<file path="src/rtl/uart_rx_ctrl.sv">
// Receive-side UART controller: re-arms the receiver after each captured byte
// and buffers bytes in a small FIFO exposed to the CPU as a 16-bit register.
module uart_rx_ctrl #(
    parameter int unsigned DEPTH = 4
) (
    input  logic                     clk,
    input  logic                     reset,
    input  logic [15:0]              rx_out,
    output logic                     rx_reset,
    input  logic                     load,
    input  logic [15:0]              in,
    output logic [15:0]              out,
    output logic [$clog2(DEPTH):0]   count
);

    localparam int unsigned AW = $clog2(DEPTH);
    localparam logic [AW:0] C_FULL = (AW+1)'(DEPTH);

    typedef enum logic [1:0] {
        S_ARM,
        S_WAIT,
        S_CAPTURE
    } state_t;

    state_t        r_state;
    logic          r_rx_reset;
    logic [AW-1:0] r_wr_ptr;
    logic [AW-1:0] r_rd_ptr;
    logic [AW:0]   r_count;
    logic          r_overrun;
    logic [7:0]    r_mem [DEPTH];

    logic w_empty;
    logic w_full;
    logic w_capture;
    logic w_flush;
    logic w_pop;
    logic w_push;
    logic w_unused;

    assign w_empty   = (r_count == '0);
    assign w_full    = (r_count == C_FULL);
    assign w_capture = (r_state == S_CAPTURE);
    assign w_flush   = load & in[15];
    assign w_pop     = load & ~in[15] & ~w_empty;
    // A same-cycle pop frees a slot, so a capture into a full FIFO still lands.
    assign w_push    = w_capture & ~w_flush & (~w_full | w_pop);
    assign w_unused  = &{1'b0, in[14:0], rx_out[14:8]};

    always_ff @(posedge clk or negedge reset) begin
        if (!reset) begin
            r_state    <= S_ARM;
            r_rx_reset <= 1'b1;
        end else begin
            case (r_state)
                S_ARM: begin
                    r_state    <= S_WAIT;
                    r_rx_reset <= 1'b0;
                end
                S_WAIT: begin
                    if (!rx_out[15]) begin
                        r_state <= S_CAPTURE;
                    end
                end
                S_CAPTURE: begin
                    r_state    <= S_ARM;
                    r_rx_reset <= 1'b1;
                end
                default: begin
                    r_state    <= S_ARM;
                    r_rx_reset <= 1'b1;
                end
            endcase
        end
    end

    always_ff @(posedge clk or negedge reset) begin
        if (!reset) begin
            r_wr_ptr  <= '0;
            r_rd_ptr  <= '0;
            r_count   <= '0;
            r_overrun <= 1'b0;
        end else if (w_flush) begin
            r_wr_ptr  <= '0;
            r_rd_ptr  <= '0;
            r_count   <= '0;
            r_overrun <= 1'b0;
        end else begin
            if (w_push) begin
                r_wr_ptr <= r_wr_ptr + AW'(1);
            end
            if (w_pop) begin
                r_rd_ptr <= r_rd_ptr + AW'(1);
            end
            if (w_push && !w_pop) begin
                r_count <= r_count + (AW+1)'(1);
            end else if (w_pop && !w_push) begin
                r_count <= r_count - (AW+1)'(1);
            end
            if (w_capture && !w_push) begin
                r_overrun <= 1'b1;
            end
        end
    end

    always_ff @(posedge clk) begin
        if (w_push) begin
            r_mem[r_wr_ptr] <= rx_out[7:0];
        end
    end

    assign rx_reset = r_rx_reset;
    assign count    = r_count;
    assign out      = {w_empty, r_overrun, 6'b0, (w_empty ? 8'h00 : r_mem[r_rd_ptr])};

endmodule

</file>
<file path="config.mk">
export PLATFORM = sky130hd
export DESIGN_NAME = uart_rx_ctrl
export DESIGN_NICKNAME = d
export VERILOG_FILES = /design/src/rtl/uart_rx_ctrl.sv
export SDC_FILE = /design/constraint.sdc
export NUM_CORES = 1
export LEC_CHECK = 0
export CAP_MARGIN = 25
export CORE_UTILIZATION = 40
export DETAILED_ROUTE_END_ITERATION = 10
export DONT_BUFFER_PORTS = 1
export GPL_TIMING_DRIVEN = 1
export HOLD_SLACK_MARGIN = 0.1
export MAX_ROUTING_LAYER = met4
export PLACE_DENSITY = 0.5
export SLEW_MARGIN = 25
export SYNTH_ARGS = -nofsm -noshare
export SYNTH_HDL_FRONTEND = slang
export SYNTH_SLANG_ARGS = --single-unit
export TNS_END_PERCENT = 100
</file>
<file path="constraint.sdc">
create_clock -name clk -period 4 [get_ports clk]
set_input_delay 0.8 -clock clk [delete_from_list [all_inputs] [get_ports clk]]
set_output_delay 0.8 -clock clk [all_outputs]
set_load 0.01 [all_outputs]
</file>
After elaboration in Yosys (flattened, before gate mapping)
Memories as Yosys holds them, arrays and structs flattened. Cells that the tools add are included.

Bits in writable memories: 32. Register bits: 11. Memories: 1. Word-level logic and storage cells: 51. Output and inout port bits: 20. Bits of input ports: 35.

Bitwise logic cells: 10. Reductions and logical operators: 11. $add $sub $neg: 4. Eq/ne operators: 4. Muxes and demuxes: 15.

Memory list: r_mem (words 4, width 8, read ports 1, clocked after memory_dff 0, write ports 1, RTL line 31) `logic [7:0] r_mem [DEPTH];`.

Operators with widths (count): $mux W2 (5); $mux W3 (3); $mux W8 (1); $reduce_bool A2 Y1 (3); $and A1 B1 Y1 (5); $add A2 B1 Y2 const B (2); $mux W1 (4); $not A1 Y1 (4); $pmux W2 S2 (1); $add A3 B1 Y3 const B (1); $eq A3 B3 Y1 const B (1); $logic_and A1 B1 Y1 (3); $logic_not A3 Y1 (1); $reduce_bool A3 Y1 (1); $sub A3 B1 Y3 const B (1); $eq A2 B1 Y1 const B (1); $eq A2 B2 Y1 const B (1); $logic_not A1 Y1 (2); $logic_not A2 Y1 (1); $ne A2 B2 Y1 const B (1); $pmux W1 S2 (1); $or A1 B1 Y1 (1).

Logic depth before layout (Yosys ltp)
Depth after elaboration: 10. Gate-level depth with buffers: 7. Gate-level depth less buffers: 7.

Worst setup path before layout
Ideal clock, no wire load.

Kind: input to register. Start point: in load. End point: reg r_count[2], in the netlist count[2]. Slack: 1652 ps. Path buffers: 1. Cell stages on the path: 6. Data arrival time: 2217 ps. Required time: 3869 ps. Library setup time: 131 ps. Path through: clkbuf_1 o21ai_1 and2_1 fa_1 o41ai_1 a21oi_1.

Longest elaborated chain between the ends: 7. Elaborated cells on any way between the ends: 14. Those cells by class: 2 x mux; 7 x bitwise; 5 x reduce/logical.

Ends and longest elaborated chain: from (decl) (RTL line 10) `input logic load,`; $and A1 B1 Y1 (on tied branches) (RTL line 45, 44); $and A1 B1 Y1 / $not A1 Y1 (equally long branches) (RTL line 45, 47); $or A1 B1 Y1 / $and A1 B1 Y1 (equally long branches) (RTL line 47) `assign w_push = w_capture & ~w_flush & (~w_full | w_pop);`; $and A1 B1 Y1 (RTL line 47); $logic_and A1 B1 Y1 / $logic_not A1 Y1 (equally long branches) (RTL line 95, 97); $mux W3 / $logic_and A1 B1 Y1 (equally long branches) (RTL line 95, 97); $mux W3 / $reduce_bool A3 Y1 (equally long branches); to (signal assigned) (RTL line 96) `r_count <= r_count + (AW+1)'(1);`; to (signal assigned) (RTL line 98) `r_count <= r_count - (AW+1)'(1);`; to (decl) (RTL line 29) `logic [AW:0] r_count;`.

Parallel ways exist; a longest one is shown, timed or not. A chain may end at the register's enable or synchronous reset.

Final worst setup path
Start point: reg r_rd_ptr[0]. End point: out out[6].

Longest elaborated chain between the ends: 2.

Ends and longest elaborated chain: from (decl) (RTL line 28) `logic [AW-1:0] r_rd_ptr;`; from (signal assigned) (RTL line 93) `r_rd_ptr <= r_rd_ptr + AW'(1);`; $mem_v2 Z4 W8; $mux W8 (RTL line 114) `assign out = {w_empty, r_overrun, 6'b0, (w_empty ? 8'h00 : r_mem[r_rd_ptr])};`; to (decl) (RTL line 12) `output logic [15:0] out,`.

Every way passes these cells.

==> impl_metrics.tcl <==
set metrics [dict create \
    drc 0 \
    fillers 427 \
    synth.top_cell.area_share_pct 48.70 \
    grt.total_usage_pct 14.93 \
    ant_nets 0 \
    num_vias 1020 \
    clock_latency_ns 0.30 \
    p_per_area_nw_per_um2 646.7 \
    cts_tree "built" \
    fmax_mhz 373.2 \
    die_y_um 72.24 \
    setup_violations 0 \
    cp_data_required_time_ns 3.20 \
    syn_avg_cell_area_um2 14.51 \
    nets 174 \
    drtIter0Drc 25 \
    min_path_type "primary input to async pin" \
    ios 55 \
    rsz0062_at_grt "false" \
    ys.flop_type "edfxtp_1" \
    drive_above_1_share_pct 14.07 \
    htreeDepth 2 \
    post_cts_resized 0 \
    grt_pass1_vias 1062 \
    power_uw 1359 \
    cts_buffer_depth 2 \
    hold_viol 0 \
    worst_r2r_endpoint "count[2]$_DFFE_PN0P_" \
    tightest_slew_ns 0.6442 \
    cts_root_buf "clkbuf_8" \
    antenna_found_initial 0 \
    netlist_area_um2 1973 \
    skew_ns 0.005950 \
    crit_path_start_kind "flip-flop" \
    setup_tns_ns 0 \
    hold_ws_ns 0.1900 \
    holdBufCountCts 0 \
    fin_area_um2 2101 \
    ff2ff_setup_slack_ns 1.65 \
    grt_first_pass_wirelength_um 5347 \
    ir_drop_v 0.0002562 \
    grt_max_degree 15 \
    yosysTopAreaCell "edfxtp_1" \
    cts_buffers 5 \
    ys_seq_area_share_pct 62.71 \
    arrival_ns 1.88 \
    reg2reg_from "count[2]$_DFFE_PN0P_" \
    yosysWarnings 0 \
    grt_remaining_overflow 0 \
    fin_crit_sh_pct 66.99 \
    status "complete, no violations" \
    synth_area_leaders "edfxtp_1 49%, dfrtp_1 13%, mux4_2 9.1%" \
    path_class "flip-flop to output port" \
    chipWidth_um 72.24 \
    ys_ff_latch 43 \
    clock-sinks 43 \
    coreArea_um2 4723 \
    syn2layout_area_growth_pct 6.468 \
    synth.distinct_cells 37 \
    antenna_cells 0 \
    portBuffers 0 \
    cp-end-kind "output port" \
    synth_edf_count 32 \
    slew_headroom_pct 57.05 \
    async_flop_share_pct 25.58 \
    critPathMaxFanout 13 \
    max_cap_violations 0 \
    maxSlewViolCount 0 \
    start_util_pct 41.77 \
    placed_area_um2 1988 \
    clk_pin_slew_ns 0.08 \
    drt-pass1-iter-count 3 \
    drt_wl_total_um 3320 \
    gp_congestion 0.8727 \
    netlist_instances 136 \
    reg2reg_depth 6 \
    dieArea_um2 5218 \
    min_period_ns 2.680 \
    rows 25 \
    power_leakage_uw 0.0007243 \
    routed_via_density 5.050 \
    post_cts_buffers 0 \
    dp_hpwl_um 2250 \
    detail_route.wl_per_cell_um 16.44 \
]
## worst max-delay path, cell delays in order (launching register included)
cell     delay (ns)
dfrtp_1        0.76
mux4_2         0.61
and2_1         0.21
## sequential cells by signal, indices dropped and copies added (netlist names)
register	count
r_rd_ptr	2
r_wr_ptr	2
r_overrun	1
r_state	2
count	3
rx_reset	1
r_mem	32
## where the power goes
group / total (µW) / switching [µW] / internal [µW]
Clock: 336 / 151 / 186
Sequential: 632 / 101 / 531
Combinational: 390 / 211 / 179
## synth_stat cells, types with 2 or more instances
master and n:
and2_1 13, nor3_1 2, xnor2_1 3, o21ai_1 2, ha_1 4, edfxtp_1 32
o21ai_0 2, dfrtp_1 10, o2bb2ai_1 2, a21oi_1 7, clkbuf_1 4, nor2_1 7
a31oi_1 2, mux4_2 8, buf_4 9, inv_1 8
## per-layer routing
metal,routed length (µm),up-vias,global-route usage (%)
met1,1473,510,18.00
met5,0,-,-
li1,-,483,-
met2,1641,21,23.05
met4,58,0,5.882
met3,146,6,5.278
## layout by cell type, fill, tap and decap left out, types with 2 or more instances in the layout
| cell type | instances |
|---|---|
| clkbuf_8 | 5 |
| a31oi_1 | 2 |
| edfxtp_1 | 32 |
| xnor2_1 | 3 |
| ha_1 | 4 |
| o21ai_1 | 2 |
| and2_1 | 13 |
| nor3_1 | 2 |
| o2bb2ai_1 | 2 |
| o21ai_0 | 2 |
| a21oi_1 | 7 |
| conb_1 | 6 |
| mux4_2 | 8 |
| inv_1 | 8 |
| dfrtp_1 | 10 |
| nor2_1 | 7 |
## worst max-delay path by stage
| stage | startpoint | to | slack (ns) | cells past startpoint |
|---|---|---|---|---|
| after CTS | r_rd_ptr[0]$_DFFE_PN0P_ | out[6] | 1.25 | 2 |
| after detailed placement | load | count[2]$_DFFE_PN0P_ | 1.48 | 6 |
| after floorplan | load | count[2]$_DFFE_PN0P_ | 1.65 | 6 |
| final | r_rd_ptr[0]$_DFFE_PN0P_ | out[6] | 1.32 | 2 |
| after global routing | r_rd_ptr[0]$_DFFE_PN0P_ | out[6] | 1.16 | 2 |
| after global placement | load | count[2]$_DFFE_PN0P_ | 1.54 | 6 |
## layout make-up
type	count	area [µm²]	share of cell area (%)
Tap cell	67	83.83	3.990
Inverter	9	33.78	1.608
Multi-Input combinational cell	75	633.1	30.14
Sequential cell	43	1237	58.90
Clock inverter	3	43.79	2.085
Clock buffer	5	68.82	3.276
## kinds of logic after synthesis
family / synth area share, %
xor+xnor: 1.332
other cells: 0.1901
compound gates: 8.498
fa+ha+maj: 3.551
flops: 62.71
mux: 9.638
simple gates: 7.927
buf+inv: 6.150
## per-stage QoR
step / instances / util, % / setup WS [ns]
final: 202 / 44.48 / 1.320
after global routing: 202 / 44.48 / 1.157
after CTS: 202 / 44.48 / 1.253
after detailed placement: 194 / 42.09 / 1.482
after global placement: 194 / 42.09 / 1.537
after floorplan: 141 / - / 1.652
Power figures use the tool's default switching activity.
